==> src/rtl/keypad_scan_input.sv <==
// 4x4 active-low matrix keypad scanner: column rotation, debounce, hex strobe and 32-bit entry register.
// Define KEYPAD_REPEAT_EN to add auto-repeat strobes while a key stays held.
module keypad_scan_input #(
    parameter int DIV_BITS       = 11,
    parameter int DEBOUNCE_TICKS = 4,
    parameter int REPEAT_TICKS   = 64
) (
    input  logic        clk,
    input  logic        rst,
    input  logic [3:0]  row_n,
    output logic [3:0]  col_n,
    input  logic        clr,
    output logic        key_valid,
    output logic [3:0]  key_code,
    output logic [31:0] value
);

    localparam logic [1:0] SCAN     = 2'd0;
    localparam logic [1:0] DEBOUNCE = 2'd1;
    localparam logic [1:0] HELD     = 2'd2;

    localparam int              DB_W    = $clog2(DEBOUNCE_TICKS + 1);
    localparam logic [DB_W-1:0] DB_LAST = DB_W'(DEBOUNCE_TICKS - 1);
    localparam bit              DB_ONE  = (DEBOUNCE_TICKS == 1);

    logic [1:0]          state;
    logic [DIV_BITS-1:0] divider;
    logic [3:0]          row_meta;
    logic [3:0]          rows_s;
    logic [DB_W-1:0]     db_cnt;
    logic [DB_W-1:0]     rel_cnt;
    logic [3:0]          key_rows;
    logic [3:0]          key_idx;

    logic       scan_tick;
    logic       row_single;
    logic [1:0] row_idx;
    logic       col_legal;
    logic [1:0] col_idx;
    logic [3:0] col_next;
    logic       detect;
    logic       db_done;
    logic       accept;
    logic [3:0] accept_code;
    logic       repeat_fire;

    assign scan_tick = &divider;

    always_comb begin
        row_single = 1'b1;
        row_idx    = 2'd0;
        case (rows_s)
            4'b1110: row_idx = 2'd0;
            4'b1101: row_idx = 2'd1;
            4'b1011: row_idx = 2'd2;
            4'b0111: row_idx = 2'd3;
            default: row_single = 1'b0;
        endcase
    end

    // An unexpected column pattern steers back to column 0 on the next tick.
    always_comb begin
        col_legal = 1'b1;
        col_idx   = 2'd0;
        col_next  = 4'b1110;
        case (col_n)
            4'b1110: begin col_idx = 2'd0; col_next = 4'b1101; end
            4'b1101: begin col_idx = 2'd1; col_next = 4'b1011; end
            4'b1011: begin col_idx = 2'd2; col_next = 4'b0111; end
            4'b0111: begin col_idx = 2'd3; col_next = 4'b1110; end
            default: col_legal = 1'b0;
        endcase
    end

    assign detect      = scan_tick && (state == SCAN) && col_legal && row_single;
    assign db_done     = scan_tick && (state == DEBOUNCE) && (rows_s == key_rows) && (db_cnt == DB_LAST);
    assign accept      = (detect && DB_ONE) || db_done || repeat_fire;
    assign accept_code = detect ? {row_idx, col_idx} : key_idx;

`ifdef KEYPAD_REPEAT_EN
    localparam int              RP_W    = $clog2(REPEAT_TICKS + 1);
    localparam logic [RP_W-1:0] RP_LAST = RP_W'(REPEAT_TICKS - 1);

    logic [RP_W-1:0] rep_cnt;

    assign repeat_fire = scan_tick && (state == HELD) && (rows_s != 4'b1111) && (rep_cnt == RP_LAST);

    always_ff @(posedge clk or posedge rst) begin
        if (rst) begin
            rep_cnt <= '0;
        end else if (scan_tick) begin
            if ((state != HELD) || (rows_s == 4'b1111) || repeat_fire)
                rep_cnt <= '0;
            else
                rep_cnt <= rep_cnt + RP_W'(1);
        end
    end
`else
    assign repeat_fire = 1'b0;
`endif

    // clr is written after the accept shift so it wins when both happen in one cycle.
    always_ff @(posedge clk or posedge rst) begin
        if (rst) begin
            state     <= SCAN;
            divider   <= '0;
            row_meta  <= 4'b1111;
            rows_s    <= 4'b1111;
            db_cnt    <= '0;
            rel_cnt   <= '0;
            key_rows  <= 4'b1111;
            key_idx   <= 4'd0;
            col_n     <= 4'b1110;
            key_valid <= 1'b0;
            key_code  <= 4'd0;
            value     <= 32'd0;
        end else begin
            divider   <= divider + DIV_BITS'(1);
            row_meta  <= row_n;
            rows_s    <= row_meta;
            key_valid <= accept;
            if (accept) begin
                key_code <= accept_code;
                value    <= {value[27:0], accept_code};
            end
            if (clr)
                value <= 32'd0;

            if (scan_tick) begin
                case (state)
                    SCAN: begin
                        if (!col_legal) begin
                            col_n <= 4'b1110;
                        end else if (row_single) begin
                            key_rows <= rows_s;
                            key_idx  <= {row_idx, col_idx};
                            db_cnt   <= DB_W'(1);
                            rel_cnt  <= '0;
                            state    <= DB_ONE ? HELD : DEBOUNCE;
                        end else begin
                            col_n <= col_next;
                        end
                    end
                    DEBOUNCE: begin
                        if (rows_s == key_rows) begin
                            db_cnt <= db_cnt + DB_W'(1);
                            if (db_cnt == DB_LAST)
                                state <= HELD;
                        end else begin
                            state <= SCAN;
                        end
                    end
                    HELD: begin
                        if (rows_s == 4'b1111) begin
                            if (rel_cnt == DB_LAST) begin
                                rel_cnt <= '0;
                                state   <= SCAN;
                            end else begin
                                rel_cnt <= rel_cnt + DB_W'(1);
                            end
                        end else begin
                            rel_cnt <= '0;
                        end
                    end
                    default: state <= SCAN;
                endcase
            end
        end
    end

endmodule

==> config.mk <==
export PLATFORM = sky130hd
export DESIGN_NAME = keypad_scan_input
export DESIGN_NICKNAME = d
export VERILOG_FILES = /design/src/rtl/keypad_scan_input.sv
export SDC_FILE = /design/constraint.sdc
export NUM_CORES = 1
export LEC_CHECK = 0
export ABC_AREA = 1
export BUFFER_PORTS_ARGS = -buffer_cell sky130_fd_sc_hd__buf_2
export CAP_MARGIN = 20
export CORE_UTILIZATION = 45
export CTS_CLUSTER_SIZE = 20
export DETAILED_ROUTE_END_ITERATION = 16
export PLACE_DENSITY = 0.65
export SLEW_MARGIN = 20
export SYNTH_ARGS = -nofsm -noshare
export SYNTH_HDL_FRONTEND = slang
export SYNTH_SLANG_ARGS = --single-unit
==> constraint.sdc <==
create_clock -name clk -period 6 [get_ports clk]
set_clock_uncertainty 0.05 [all_clocks]
set_input_delay 0.6 -clock clk [delete_from_list [all_inputs] [get_ports clk]]
set_output_delay 0.6 -clock clk [all_outputs]
set_load 0.005 [all_outputs]
### Word-level counts from Yosys, hierarchy flattened

Cells that the tools add are included.

| storage, ports and cells | value |
|---|---|
| bits in registers | 76 |
| bits in latches | 0 |
| bits of input ports | 7 |
| bits in read-only memories | 0 |
| memories | 0 |
| output and inout port bits | 41 |
| RAM bits | 0 |

| operators by class | value |
|---|---|
| muxes and demuxes | 26 |
| bitwise logic cells | 0 |
| shift operators | 0 |
| multipliers | 0 |
| $add $sub $neg | 3 |
| div/mod/pow operators | 0 |
| equal/unequal tests | 21 |
| $lt $le $gt $ge | 0 |
| reduce and logical (&&, ||, !) cells | 18 |

Operators by type and width:

| kind | count |
|---|---|
| $mux 32 | 2 |
| $eq 4x4->1 const B | 7 |
| $reduce_and 14->1 | 2 |
| $mux 3 | 7 |
| $pmux 2 s3 | 3 |
| $reduce_and 16->1 | 1 |
| $reduce_and 15->1 | 1 |
| $reduce_and 13->1 | 1 |
| $mux 2 | 6 |
| $mux 4 | 3 |
| $pmux 3 s2 | 2 |
| $pmux 4 s3 | 1 |
| $add 11x1->11 const B | 1 |
| $reduce_and 11->1 | 1 |
| $ne 2x2->1 const B | 5 |
| $eq 4x3->1 const B | 2 |
| $reduce_or 4->1 | 2 |
| $add 3x1->3 const B | 2 |
| $eq 3x2->1 const B | 2 |
| $logic_and 1x1->1 | 6 |
| $reduce_bool 2->1 | 3 |
| $eq 4x4->1 | 1 |
| $ne 3x2->1 const B | 1 |
| $eq 2x1->1 const B | 1 |
| other kinds (4) | 5 |

### Longest topological paths before layout

| logic depth | value |
|---|---|
| depth after elaboration | 8 |
| depth in mapped cells | 11 |
| gate-level depth less buffers | 11 |

### Least setup slack after synthesis

OpenSTA, ideal clock, no wires.

| timing | value |
|---|---|
| kind | reg2reg |
| start | register divider[0] |
| end | register value[16] |
| arrival | 1.465 ns |
| clock period less this slack | 1.641 ns |
| setup time | 0.126 ns |
| required time | 5.824 ns |
| slack | 4.359 ns |
| stages on the path, launching flop included | 11 |
| cells stage by stage | dfrtp_1 > ha_1 > nand2_2 > nor2_4 > nand3_4 > clkinv_2 > nand2_2 > nor2_4 > buf_12 > buf_8 > o21ai_0 |

| on the way | value |
|---|---|
| cells in the longest elaborated chain, start to end | 5 |

Ends and longest elaborated chain:

| element | RTL line | source |
|---|---|---|
| from (decl) | 27 | `logic [DIV_BITS-1:0] divider;` |
| from (signal assigned) | 118 | `divider <= divider + DIV_BITS'(1);` |
| $reduce_and 11->1 | 47 | `assign scan_tick = &divider;` |
| $logic_and 1x1->1 (3 in a row) | 76 | `assign db_done = scan_tick && (state == DEBOUNCE) && (rows_s == key_rows) && (db_cnt == DB_LAST);` |
| $reduce_bool 2->1 (no line) | - |  |
| to (signal assigned) | 124 | `value <= {value[27:0], accept_code};` |
| to (decl) | 15 | `output logic [31:0] value` |

No other way between the ends.
A chain may end at the register's enable or synchronous reset.

### Worst setup path after layout

| timing | value |
|---|---|
| start | register divider[0] |
| end | register value[10] |

Same word-level chain as after synthesis.

==> results_dict.tcl <==
set metrics [dict create \
    routed_wl_mm 6.33 \
    whs_ns 0.293 \
    path_cells "ha_1 > nand2_2 > nor2_4 > nand3_4 > clkinv_2 > nand2_2 > nor2_4 > nor2_4 > nand2_1 > o21ai_1" \
    synth_commonest_cells "120 x nand2_1, 61 x dfrtp_1, 33 x inv_1" \
    clock_sink_count 76 \
    dieArea_um2 7980 \
    cp_slowest_cell "nor2_4" \
    place_congestion 0.766 \
    fin_nets 433 \
    num_vias 2541 \
    htree_levels 3 \
    cp-end-kind "register" \
    crit_start "divider[0]" \
    start_util_pct 47.0 \
    max_stage_delay_ns 0.77 \
    slew_violations 0 \
    synthesis.nets 385 \
    finalHoldViolCount 0 \
    max_freq_mhz 389 \
    die_height_um 89.3 \
    path_clk_slew_ns 0.08 \
    ys_ff_latch 76 \
    grt_max_degree 77 \
    grt_overflow_total 0 \
    die_w_um 89.3 \
    final_util_pct 54.2 \
    cp-start-kind "register" \
    slew-limit-headroom_pct 28.7 \
    seq_area_um2 1920 \
    grt_pass1_vias 2344 \
    power.switching_uw 214 \
    multi_input_area_um2 1290 \
    netlist_area_um2 3430 \
    root_buffer "clkbuf_8" \
    p_leak_nw 2.05 \
    timing.setup.tns_ns 0 \
    power_frac_comb_pct 2.6 \
    drtAntennaViolNets 0 \
    antenna_found_initial 0 \
    setup_viol 0 \
    rsz0062_at_grt "no" \
    critPathBufInv 1 \
    synthArstFlopShare_pct 100 \
    regToRegSetupSlack_ns 3.43 \
    grt_pass1_wl_mm 10.5 \
    fillers 699 \
    yosysSeqAreaShare_pct 56.0 \
    worstRegToRegCells 10 \
    placed_area_um2 3700 \
    fin_crit_sh_pct 42.8 \
    finalNonFillerCells 526 \
    cts_buffer_depth 2 \
    vias_per_cell 4.83 \
    firstDrtPassIters 4 \
    cts_tree "built" \
    grtUsageTotal_pct 17.5 \
    arrival_ns 2.73 \
    io_pins 48 \
    yosys.area.top_type "dfrtp_1" \
    p_int_uw 801 \
    rows 31 \
    post_cts_buffers 0 \
    hold_path_depth 0 \
    fin_area_um2 3950 \
    portBuffers 47 \
    hpwl_mm 4.29 \
    drc_errors 0 \
    vdd_drop_max_v 0.000130 \
    avgSynthCellArea_um2 9.17 \
    synth.distinct_cells 29 \
    hold_path_startpoint "row_meta[1]" \
    worstMarginPinSlew_ns 1.07 \
    maxCapViolCount 0 \
    p_clk_share_pct 46.2 \
    min_period_ns 2.57 \
    synth_cells 374 \
    synth_flop_cell "dfrtp_1" \
    hp-class "reg -> reg" \
    path_max_fanout 39 \
    place_inst 510 \
    min_to "rows_s[1]" \
    cts_hold_buf 0 \
    yosys-top-cells-area "dfrtp_1 44%, nand2_1 13%, dfstp_2 11%, nand3_1 3.9%, inv_1 3.6%" \
    cp_top_family "simple AND/OR/NAND/NOR gates" \
    insertion_delay_ns 0.34 \
    drt_iter0_drc 98 \
    p_seq_share_pct 51.1 \
    cpMostUsedCell "nor2_4" \
    rr_startpoint "divider[0]" \
    final_layout_size_suffix_gt1_share_pct 24.8 \
    ctsResizeCount 0 \
    wl_per_cell_um 12.0 \
    r2r_end "value[10]" \
    yosysWarnings 0 \
    critPathRequiredTime_ns 6.16 \
    status "finished clean" \
    crit_type "reg -> reg" \
    synth_most_common_cell "nand2_1" \
    cts_buffers 9 \
    synth_edf_count 0 \
    p_sw_share_pct 21.1 \
    yosys.area.top_type_share_pct 44.5 \
    syn2layout_area_growth_pct 15.1 \
    coreArea_um2 7290 \
    power_density_nw_per_um2 257 \
    diodes 0 \
]
-- layout make-up --
cell class	count	share of cell area, %
Clock buffer	9	3.14
Clock inverter	7	3.07
Inverter	34	3.26
Multi-Input combinational cell	253	32.6
Sequential cell	76	48.6
Tap cell	99	3.14
Timing Repair Buffer	48	6.15
-- sequential cells by signal, indices dropped and copies added (netlist names), 3 cells and up --
signal    cells
row_meta      4
divider      11
rel_cnt       3
key_code      4
value        32
db_cnt        3
col_n         4
key_rows      4
rows_s        4
key_idx       4
-- cell families (layout without fill, tap and decap cells) --
logic type | Yosys count | count (layout) | synth area share (%)
AND/OR/NAND/NOR | 203 | 203 | 27.4
flip-flops | 76 | 76 | 56.0
buffers and inverters | 45 | 98 | 6.64
AO/OA/AOI/OAI | 36 | 36 | 5.98
XOR/XNOR | 10 | 10 | 2.55
adder cells (fa/ha/maj) | 4 | 4 | 1.46
-- worst max-delay path by stage --
stage / end / slack [ns] / cells past startpoint
floorplan: col_n[0] / 3.44 / 1
CTS: value[28] / 3.23 / 10
finish: value[10] / 3.43 / 10
global route: value[11] / 3.21 / 9
detailed placement: value[28] / 3.25 / 10
global placement: value[29] / 3.33 / 10
-- stage by stage --
step | worst slack (ns) | power [mW]
floorplan | 3.44 | 0.548
finish | 3.43 | 1.02
detailed placement | 3.25 | 0.556
global placement | 3.33 | 0.556
CTS | 3.23 | 1.03
global route | 3.21 | 1.05
-- cell usage in the layout (no fill, tap or decap), types with 4 or more instances in the layout --
| cell | synthesis | routed |
|---|---|---|
| nand2_1 | 120 | 120 |
| ha_1 | 4 | 4 |
| buf_2 | 6 | 47 |
| xor2_1 | 8 | 8 |
| nand3_2 | 6 | 6 |
| dfstp_2 | 15 | 15 |
| o21ai_0 | 16 | 16 |
| nand3_1 | 27 | 27 |
| o21ai_2 | 6 | 6 |
| nor3_1 | 4 | 4 |
| nor2_4 | 4 | 5 |
| clkbuf_8 | 0 | 9 |
| o21ai_1 | 11 | 11 |
| nor2_1 | 24 | 24 |
| dfrtp_1 | 61 | 61 |
| inv_1 | 33 | 32 |
| nand4_1 | 8 | 8 |
-- per-layer routing --
| layer | share of wire, % | vias up | routed length [µm] | global-route usage [%] |
|---|---|---|---|---|
| met2 | 45 | 49 | 2880 | 26.9 |
| li1 | - | 1292 | - | - |
| met1 | 50 | 1196 | 3180 | 24.3 |
| met3 | 3.6 | 4 | 228 | 5.17 |
| met4 | 0.66 | 0 | 42 | 4.91 |
| met5 | 0 | - | 0 | 0 |
-- power by group through the flow --
stage | clock (mW) | combinational (mW) | sequential, mW
after floorplan | 0 | 0.0202 | 0.528
after global placement | 0 | 0.0274 | 0.529
after detailed placement | 0 | 0.0273 | 0.529
after CTS | 0.481 | 0.0274 | 0.519
after global routing | 0.503 | 0.0309 | 0.519
final | 0.469 | 0.0269 | 0.519
No activity file was read; power rests on OpenSTA's default activity.
